===== src/rtl/pipeline_pkg.sv =====
// Shared types for the hazard controller: FSM states and
// execute-stage forwarding select encodings.
package pipeline_pkg;

    typedef enum logic [1:0] {
        INIT,
        RUN,
        MEM_WAIT,
        ERROR
    } hz_state_t;

    localparam logic [1:0] FWD_RF = 2'b00;
    localparam logic [1:0] FWD_W  = 2'b01;
    localparam logic [1:0] FWD_M  = 2'b10;

    // M beats W; x0 is hardwired zero and never forwarded.
    function automatic logic [1:0] fwd_sel(
        input logic [4:0] rs,
        input logic [4:0] rd_m,
        input logic       we_m,
        input logic [4:0] rd_w,
        input logic       we_w
    );
        logic [1:0] sel;
        sel = FWD_RF;
        if (we_m && rd_m != 5'd0 && rd_m == rs)
            sel = FWD_M;
        else if (we_w && rd_w != 5'd0 && rd_w == rs)
            sel = FWD_W;
        return sel;
    endfunction

endpackage


===== src/rtl/hazard_controller_if.sv =====
// Bundle between the pipeline stages and the hazard controller.
// master = stage side, slave = controller side.
interface hazard_controller_if;
    import pipeline_pkg::*;

    logic [4:0]  Rs1D, Rs2D;
    logic [4:0]  Rs1E, Rs2E, RdE;
    logic        RegWriteE, ResultSrcE, PCSrcE;
    logic [4:0]  RdM, RdW;
    logic        RegWriteM, RegWriteW;
    logic        mem_reqM, mem_ready;
    logic        StallF, StallD, StallE, StallM;
    logic        FlushD, FlushE, FlushW;
    logic [1:0]  ForwardAE, ForwardBE;
    logic        err;
    logic [31:0] stall_cnt, flush_cnt;

    modport master (
        output Rs1D, Rs2D, Rs1E, Rs2E, RdE,
        output RegWriteE, ResultSrcE, PCSrcE,
        output RdM, RdW, RegWriteM, RegWriteW,
        output mem_reqM, mem_ready,
        input  StallF, StallD, StallE, StallM,
        input  FlushD, FlushE, FlushW,
        input  ForwardAE, ForwardBE,
        input  err, stall_cnt, flush_cnt
    );

    modport slave (
        input  Rs1D, Rs2D, Rs1E, Rs2E, RdE,
        input  RegWriteE, ResultSrcE, PCSrcE,
        input  RdM, RdW, RegWriteM, RegWriteW,
        input  mem_reqM, mem_ready,
        output StallF, StallD, StallE, StallM,
        output FlushD, FlushE, FlushW,
        output ForwardAE, ForwardBE,
        output err, stall_cnt, flush_cnt
    );

endinterface


===== src/rtl/forward_unit.sv =====
// Execute-stage operand forwarding selects, purely combinational.
module forward_unit
    import pipeline_pkg::*;
(
    input  logic [4:0] rs1_e,
    input  logic [4:0] rs2_e,
    input  logic [4:0] rd_m,
    input  logic       reg_write_m,
    input  logic [4:0] rd_w,
    input  logic       reg_write_w,
    output logic [1:0] forward_a,
    output logic [1:0] forward_b
);

    assign forward_a = fwd_sel(rs1_e, rd_m, reg_write_m,
                               rd_w, reg_write_w);
    assign forward_b = fwd_sel(rs2_e, rd_m, reg_write_m,
                               rd_w, reg_write_w);

endmodule


===== src/rtl/hazard_controller.sv =====
// Pipeline stall/flush/forward controller with memory-wait watchdog.
// Define HAZARD_PERF_CNT_EN to build the stall/flush counters.
module hazard_controller
    import pipeline_pkg::*;
#(
    parameter int MEM_TIMEOUT = 16
) (
    input logic            clk,
    input logic            rst,
    hazard_controller_if.slave hz
);

    localparam int CW = $clog2(MEM_TIMEOUT + 1);

    hz_state_t       state;
    logic [CW-1:0]   wait_cnt;
    logic            err_q;
    logic            mem_stall;
    logic            lw_stall;
    logic            stall_f, stall_d, stall_e, stall_m;
    logic            flush_d, flush_e, flush_w;

    assign mem_stall = hz.mem_reqM & ~hz.mem_ready;

    assign lw_stall = hz.ResultSrcE & hz.RegWriteE &
                      (hz.RdE != 5'd0) &
                      ((hz.RdE == hz.Rs1D) |
                       (hz.RdE == hz.Rs2D));

    always_comb begin
        stall_f = 1'b0;
        stall_d = 1'b0;
        stall_e = 1'b0;
        stall_m = 1'b0;
        flush_d = 1'b0;
        flush_e = 1'b0;
        flush_w = 1'b0;
        unique case (state)
            INIT: begin
                flush_d = 1'b1;
                flush_e = 1'b1;
            end
            ERROR: begin
                {stall_f, stall_d, stall_e, stall_m} = 4'hf;
                flush_w = 1'b1;
            end
            RUN, MEM_WAIT: begin
                if (mem_stall) begin
                    {stall_f, stall_d, stall_e, stall_m} = 4'hf;
                    flush_w = 1'b1;
                end else begin
                    // Load-use and taken branch cannot coexist in E.
                    if (lw_stall) begin
                        stall_f = 1'b1;
                        stall_d = 1'b1;
                        flush_e = 1'b1;
                    end
                    if (hz.PCSrcE) begin
                        flush_d = 1'b1;
                        flush_e = 1'b1;
                    end
                end
            end
            default: ;
        endcase
    end

    always_ff @(posedge clk or negedge rst) begin
        if (!rst) begin
            state    <= INIT;
            wait_cnt <= '0;
            err_q    <= 1'b0;
        end else begin
            unique case (state)
                INIT: begin
                    state    <= RUN;
                    wait_cnt <= '0;
                end
                RUN: begin
                    if (mem_stall) begin
                        state    <= MEM_WAIT;
                        wait_cnt <= CW'(1);
                    end
                end
                MEM_WAIT: begin
                    if (!mem_stall) begin
                        state    <= RUN;
                        wait_cnt <= '0;
                    end else begin
                        wait_cnt <= wait_cnt + CW'(1);
                        if (wait_cnt == CW'(MEM_TIMEOUT - 1)) begin
                            state <= ERROR;
                            err_q <= 1'b1;
                        end
                    end
                end
                ERROR: state <= ERROR;
                default: state <= INIT;
            endcase
        end
    end

`ifdef HAZARD_PERF_CNT_EN
    logic [31:0] stall_q, flush_q;

    always_ff @(posedge clk or negedge rst) begin
        if (!rst) begin
            stall_q <= '0;
            flush_q <= '0;
        end else begin
            if (stall_f) stall_q <= stall_q + 32'd1;
            if (flush_e) flush_q <= flush_q + 32'd1;
        end
    end

    assign hz.stall_cnt = stall_q;
    assign hz.flush_cnt = flush_q;
`else
    assign hz.stall_cnt = 32'd0;
    assign hz.flush_cnt = 32'd0;
`endif

    forward_unit u_fwd (
        .rs1_e       (hz.Rs1E),
        .rs2_e       (hz.Rs2E),
        .rd_m        (hz.RdM),
        .reg_write_m (hz.RegWriteM),
        .rd_w        (hz.RdW),
        .reg_write_w (hz.RegWriteW),
        .forward_a   (hz.ForwardAE),
        .forward_b   (hz.ForwardBE)
    );

    assign hz.StallF = stall_f;
    assign hz.StallD = stall_d;
    assign hz.StallE = stall_e;
    assign hz.StallM = stall_m;
    assign hz.FlushD = flush_d;
    assign hz.FlushE = flush_e;
    assign hz.FlushW = flush_w;
    assign hz.err    = err_q;

endmodule

===== src/flat_wrapper.sv =====
// flat-port wrapper written by rule: the top's interface ports become plain ports
module hazard_controller_flat import pipeline_pkg::*;
#(
    parameter int MEM_TIMEOUT = 16
)
  (clk, rst, hz_Rs1D, hz_Rs2D, hz_Rs1E, hz_Rs2E, hz_RdE, hz_RegWriteE, hz_ResultSrcE, hz_PCSrcE, hz_RdM, hz_RdW, hz_RegWriteM, hz_RegWriteW, hz_mem_reqM, hz_mem_ready, hz_StallF, hz_StallD, hz_StallE, hz_StallM, hz_FlushD, hz_FlushE, hz_FlushW, hz_ForwardAE, hz_ForwardBE, hz_err, hz_stall_cnt, hz_flush_cnt);
  hazard_controller_if hz_i ();
  input logic clk;
  input logic rst;
  input wire logic [$bits(hz_i.Rs1D)-1:0] hz_Rs1D;
  input wire logic [$bits(hz_i.Rs2D)-1:0] hz_Rs2D;
  input wire logic [$bits(hz_i.Rs1E)-1:0] hz_Rs1E;
  input wire logic [$bits(hz_i.Rs2E)-1:0] hz_Rs2E;
  input wire logic [$bits(hz_i.RdE)-1:0] hz_RdE;
  input wire logic [$bits(hz_i.RegWriteE)-1:0] hz_RegWriteE;
  input wire logic [$bits(hz_i.ResultSrcE)-1:0] hz_ResultSrcE;
  input wire logic [$bits(hz_i.PCSrcE)-1:0] hz_PCSrcE;
  input wire logic [$bits(hz_i.RdM)-1:0] hz_RdM;
  input wire logic [$bits(hz_i.RdW)-1:0] hz_RdW;
  input wire logic [$bits(hz_i.RegWriteM)-1:0] hz_RegWriteM;
  input wire logic [$bits(hz_i.RegWriteW)-1:0] hz_RegWriteW;
  input wire logic [$bits(hz_i.mem_reqM)-1:0] hz_mem_reqM;
  input wire logic [$bits(hz_i.mem_ready)-1:0] hz_mem_ready;
  output wire logic [$bits(hz_i.StallF)-1:0] hz_StallF;
  output wire logic [$bits(hz_i.StallD)-1:0] hz_StallD;
  output wire logic [$bits(hz_i.StallE)-1:0] hz_StallE;
  output wire logic [$bits(hz_i.StallM)-1:0] hz_StallM;
  output wire logic [$bits(hz_i.FlushD)-1:0] hz_FlushD;
  output wire logic [$bits(hz_i.FlushE)-1:0] hz_FlushE;
  output wire logic [$bits(hz_i.FlushW)-1:0] hz_FlushW;
  output wire logic [$bits(hz_i.ForwardAE)-1:0] hz_ForwardAE;
  output wire logic [$bits(hz_i.ForwardBE)-1:0] hz_ForwardBE;
  output wire logic [$bits(hz_i.err)-1:0] hz_err;
  output wire logic [$bits(hz_i.stall_cnt)-1:0] hz_stall_cnt;
  output wire logic [$bits(hz_i.flush_cnt)-1:0] hz_flush_cnt;
  assign hz_i.Rs1D = hz_Rs1D;
  assign hz_i.Rs2D = hz_Rs2D;
  assign hz_i.Rs1E = hz_Rs1E;
  assign hz_i.Rs2E = hz_Rs2E;
  assign hz_i.RdE = hz_RdE;
  assign hz_i.RegWriteE = hz_RegWriteE;
  assign hz_i.ResultSrcE = hz_ResultSrcE;
  assign hz_i.PCSrcE = hz_PCSrcE;
  assign hz_i.RdM = hz_RdM;
  assign hz_i.RdW = hz_RdW;
  assign hz_i.RegWriteM = hz_RegWriteM;
  assign hz_i.RegWriteW = hz_RegWriteW;
  assign hz_i.mem_reqM = hz_mem_reqM;
  assign hz_i.mem_ready = hz_mem_ready;
  assign hz_StallF = hz_i.StallF;
  assign hz_StallD = hz_i.StallD;
  assign hz_StallE = hz_i.StallE;
  assign hz_StallM = hz_i.StallM;
  assign hz_FlushD = hz_i.FlushD;
  assign hz_FlushE = hz_i.FlushE;
  assign hz_FlushW = hz_i.FlushW;
  assign hz_ForwardAE = hz_i.ForwardAE;
  assign hz_ForwardBE = hz_i.ForwardBE;
  assign hz_err = hz_i.err;
  assign hz_stall_cnt = hz_i.stall_cnt;
  assign hz_flush_cnt = hz_i.flush_cnt;
  hazard_controller #(.MEM_TIMEOUT(MEM_TIMEOUT)) u_core (.clk(clk), .rst(rst), .hz(hz_i));
endmodule

===== config.mk =====
export PLATFORM = sky130hd
export DESIGN_NAME = hazard_controller_flat
export DESIGN_NICKNAME = d
export VERILOG_FILES = /design/src/rtl/pipeline_pkg.sv /design/src/rtl/hazard_controller_if.sv /design/src/rtl/forward_unit.sv /design/src/rtl/hazard_controller.sv /design/src/flat_wrapper.sv
export SDC_FILE = /design/constraint.sdc
export NUM_CORES = 1
export LEC_CHECK = 0
export CAP_MARGIN = 20
export CELL_PAD_IN_SITES_DETAIL_PLACEMENT = 0
export CELL_PAD_IN_SITES_GLOBAL_PLACEMENT = 1
export CORE_MARGIN = 10
export CORE_UTILIZATION = 24
export DETAILED_ROUTE_END_ITERATION = 10
export PLACE_DENSITY = 0.95
export SLEW_MARGIN = 20
export SYNTH_ARGS = -nofsm -noshare
export SYNTH_HDL_FRONTEND = slang
export SYNTH_HIERARCHICAL = 1
export SYNTH_SLANG_ARGS = --single-unit

===== constraint.sdc =====
create_clock -name clk -period 2.7 [get_ports clk]
set_clock_uncertainty 0.1 [all_clocks]
set_input_delay 0.405 -clock clk [delete_from_list [all_inputs] [get_ports clk]]
set_output_delay 0.405 -clock clk [all_outputs]
set_load 0.03 [all_outputs]

## After elaboration in Yosys (flattened, before gate mapping)

Index checks and enable logic that the tools add are counted.
Widths: inputs -> output; s select.

- Flip-flop bits (word level): 8
- Word-level logic and storage cells: 59

- Add/sub/neg operators: 1
- Equality and inequality tests: 12
- Muxes and demuxes: 22
- Bitwise gates (word level): 6
- Reductions and logical operators: 15

Operators with widths:

| cell | number |
|---|---|
| $eq 5x5->1 | 6 |
| $pmux 5 s3 | 1 |
| $reduce_bool 5->1 | 3 |
| $mux 2 | 5 |
| $mux 5 | 2 |
| $mux 1 | 9 |
| $pmux 1 s2 | 4 |
| $pmux 2 s4 | 1 |
| $logic_and 1x1->1 | 6 |
| $add 5x1->5 const B | 1 |
| $eq 5x4->1 const B | 1 |
| $and 1x1->1 | 4 |
| $eq 2x2->1 const B | 2 |
| $reduce_and 2->1 | 2 |
| $ne 3x3->1 const B | 1 |
| $reduce_and 3->1 | 1 |
| $reduce_bool 3->1 | 1 |
| $eq 2x1->1 const B | 1 |
| $logic_not 2->1 | 1 |
| $ne 2x1->1 const B | 1 |
| $reduce_or 2->1 | 1 |
| $not 1->1 | 1 |
| $or 1x1->1 | 1 |

## Depth between registers and ports, before layout

- Word-level depth: 7
- Mapped depth: 7

## Modules after synthesis

The synthesis kept the hierarchy.

Modules (own cells, without submodules):

| module | instances | cells an instance | area each (um^2) | sequential area each (um^2) |
|---|---|---|---|---|
| hazard_controller | 1 | 148 | 1212.4 | 200.2 |
| forward_unit | 1 | 34 | 257.7 | 0.0 |

## Least setup slack after synthesis

OpenSTA, ideal clock, no wires.

- Kind: input -> output
- From: in hz_RdM[1]
- To: out hz_ForwardAE[0]
- Arrival time: 2.278 ns
- Required time: 2.195 ns
- Path slack: -0.083 ns
- Stages on the path: 4
- Path buffers: 0
- Cell sequence: or4_1 -> o21ai_2 -> nor4_1 -> nor4_1

- Longest elaborated chain between the ends: 4
- Elaborated cells on any way between the ends: 5
- Classes of those cells: eq/ne: 1; mux: 1; reduce/logical: 3

Ends and longest elaborated chain:

| item | RTL line | RTL |
|---|---|---|
| from (decl) | flat_wrapper.sv:18 | `input wire logic [$bits(hz_i.RdM)-1:0] hz_RdM;` |
| $reduce_bool 5->1 | pipeline_pkg.sv:26 | `if (we_m && rd_m != 5'd0 && rd_m == rs)` |
| $logic_and 1x1->1 | pipeline_pkg.sv:26 |  |
| $logic_and 1x1->1 (*) | pipeline_pkg.sv:26 |  |
| $mux 2 (*) | pipeline_pkg.sv:26 |  |
| to (decl) | flat_wrapper.sv:31 | `output wire logic [$bits(hz_i.ForwardAE)-1:0] hz_ForwardAE;` |

Mark *: on every way between the ends. The rest lies on a longest branch, timed or not.

## Worst setup path in the final report

- From: in hz_RdM[2]
- To: out hz_ForwardBE[0]

- Longest elaborated chain between the ends: 4
- Elaborated cells on any way between the ends: 5
- Classes of those cells: eq/ne: 1; mux: 1; reduce/logical: 3

Ends and longest elaborated chain:

| item | RTL line | RTL |
|---|---|---|
| $reduce_bool 5->1 | pipeline_pkg.sv:26 |  |
| $logic_and 1x1->1 | pipeline_pkg.sv:26 |  |
| $logic_and 1x1->1 (*) | pipeline_pkg.sv:26 |  |
| $mux 2 (*) | pipeline_pkg.sv:26 |  |
| to (decl) | flat_wrapper.sv:32 | `output wire logic [$bits(hz_i.ForwardBE)-1:0] hz_ForwardBE;` |

Marks and branches as above.

==> impl_metrics.tcl <==
set metrics [dict create \
    ys_warn_count 6 \
    synthArstFlopShare 1.00 \
    period_share 0.967 \
    clk_path_buf_depth 2 \
    cts_sinks 8 \
    irDropWorstVdd_mv 0.302 \
    fmax_mhz 383 \
    ctsHoldBuffers 0 \
    grt_pass1_wl_microns 5930 \
    die_x_microns 98.3 \
    wirelength_microns 3910 \
    drt_pass1_iterations 4 \
    netlist_top_cells_area "buf_4 34%, dfrtp_1 14%, xnor2_1 9.5%, xor2_1 8.3%, ha_1 5.1%" \
    avgSynthCellArea_sq_um 8.08 \
    cts_tree "yes" \
    initial_core_util 0.248 \
    rsz0062_at_grt "no" \
    post-synth-top-area-fraction 0.342 \
    drive_above_1_share 0.122 \
    post_cts_buffers 0 \
    crit_chain "clkdlybuf4s50_1, or4_4, o21ai_4, nor4_2, nor4_2, buf_4" \
    yosysSeqAreaShare 0.136 \
    power_mw 0.850 \
    cp_data_arrival_time_ns 2.11 \
    antenna_found_initial 0 \
    path_class "in2out" \
    die_area_sq_mm 0.00966 \
    status "finished, final reports clean" \
    tns_ns 0 \
    place_congestion 0.754 \
    hold_path.class "in2async" \
    placementRows 28 \
    crit_slowest_cell "or4_4" \
    first_global_vias 1383 \
    drc 0 \
    crit_path_end_kind "output port" \
    antenna_cells 0 \
    dp_cells 310 \
    place_ws_ns 0.0623 \
    path_clk_slew_ns 0.04 \
    synth-edff-count 0 \
    power.leakage_nw 0.836 \
    syn_inst 182 \
    cp_max_fo 2 \
    ios 120 \
    cts_max_level 1 \
    layoutNonFillerInstCount 313 \
    hpwl_microns 3600 \
    wire_per_inst_microns 12.5 \
    cts_inserted_buffers 3 \
    root_buffer "clkbuf_8" \
    crit_path_frequent_cell "nor4_2" \
    grt.total_usage 0.0701 \
    min_period_ns 2.61 \
    worstSetupStartpointType "primary input" \
    vias 1203 \
    hold_viol_final 0 \
    grt_max_degree 9 \
    powerDensity_mw_per_mm2 445 \
    yosysMostFrequentCell "buf_4" \
    synthTopCellsByCount "67 x buf_4, 16 x xnor2_1, 14 x xor2_1" \
    die_h_microns 98.3 \
    finalSetupViolCount 0 \
    ys.flop_type "dfrtp_1" \
    drt-initial-drc-count 11 \
    drtAntennaViolNets 0 \
    fin_ws_ns 0.0879 \
    area_delta_synth_final_pct 30.0 \
    insertion_delay_ns 0.23 \
    slew_violations 0 \
    syn-cell-area_sq_mm 0.00147 \
    crit_required_ns 2.19 \
    ys_ff_latch 8 \
    grt.overflow.total 0 \
    viasPerCell 3.84 \
    yosys.area.top_type "buf_4" \
    core_area_sq_mm 0.00592 \
    io_buffer_count 55 \
    critPathMaxStageDelay_ns 0.55 \
    final_nets 290 \
    ys_types 35 \
    cap_viol_max_count 0 \
]
-- path summary, 6_finish.rpt --
path                                       to                from  depth (start not counted)  slack, ns
setup reg to reg              u_core/state[1]  u_core/wait_cnt[0]                          7       1.00
min in group clk                u_core/hz.err       u_core/hz.err                          1       0.37
hold reg to reg                 u_core/hz.err       u_core/hz.err                          1       0.37
max in group asynchronous  u_core/wait_cnt[2]                 rst                          1       1.88
setup / recovery              hz_ForwardBE[0]           hz_RdM[2]                          6       0.09
hold / removal                  u_core/hz.err                 rst                          1       0.36
-- kinds of logic (layout without fill, tap and decap cells) --
group                    count (synthesis)  count (layout)  share of synthesized area
AO/OA/AOI/OAI                           24              24                      0.112
XOR/XNOR                                30              30                      0.179
adder cells (fa/ha/maj)                  6               6                     0.0511
buffers and inverters                   73              66                      0.363
flip-flops                               8               8                      0.136
other                                    1              64                    0.00255
AND/OR/NAND/NOR                         40              40                      0.157
-- power by group --
group | total, mW | leakage (nW) | switching, mW | internal, mW
clock network | 0.141 | 0.0216 | 0.0447 | 0.0964
logic | 0.570 | 0.711 | 0.375 | 0.195
registers | 0.140 | 0.103 | 0.00946 | 0.130
total | 0.850 | 0.836 | 0.429 | 0.421
-- cell usage in the layout, fill, tap and decap left out, types with 2 or more instances in the layout --
cell type	synthesis	routed
nor3_1	3	3
o22ai_1	2	2
clkdlybuf4s50_1	0	45
ha_1	6	6
nor2_1	9	9
conb_1	1	64
nand2b_1	2	2
dfrtp_1	8	8
inv_1	5	5
clkbuf_8	0	3
nand4_1	4	4
nor4_2	0	4
buf_4	67	13
nand3_1	3	3
nor2b_1	2	2
xor2_1	14	14
a21oi_1	10	10
nand2_1	6	6
xnor2_1	16	16
-- timing repair --
action,CTS,global route
gates resized for setup,0,4
setup endpoints to repair,0,2
endpoints found under the hold margin,0,0
-- flip-flops by register name, summed over array words and instances (netlist names) --
register / flops
u_core/wait_cnt: 5
u_core/hz.err: 1
u_core/state: 2
-- routing by layer --
layer	GRT usage	wire (microns)	part of all wire	up-vias
li1	-	-	-	592
met1	0.0663	1460	0.37	523
met2	0.130	1920	0.49	82
met3	0.0338	478	0.12	6
met4	0.0221	50	0.013	0
met5	0	0	0	-
-- cell type report --
type	instances	area [sq um]
Inverter	5	18.8
Sequential cell	8	200
Clock buffer	3	41.3
Tap cell	75	93.8
Timing Repair Buffer	58	548
Multi-Input combinational cell	164	1010
Fill cell	632	4010
-- metrics by stage --
step	hold slack, ns	utilization	area, sq um
floorplan	0.00941	-	1720
global placement	0.353	0.312	1850
detailed placement	0.360	0.312	1850
CTS	0.369	0.319	1890
global route	0.381	0.323	1910
finish	0.357	0.323	1910
-- critical path: cells and delay by family --
| family | cells | cell delay [ns] |
|---|---|---|
| simple gates | 3 | 0.88 |
| buf+inv | 2 | 0.63 |
| compound gates | 1 | 0.19 |
(Power assumes the default switching activity.)
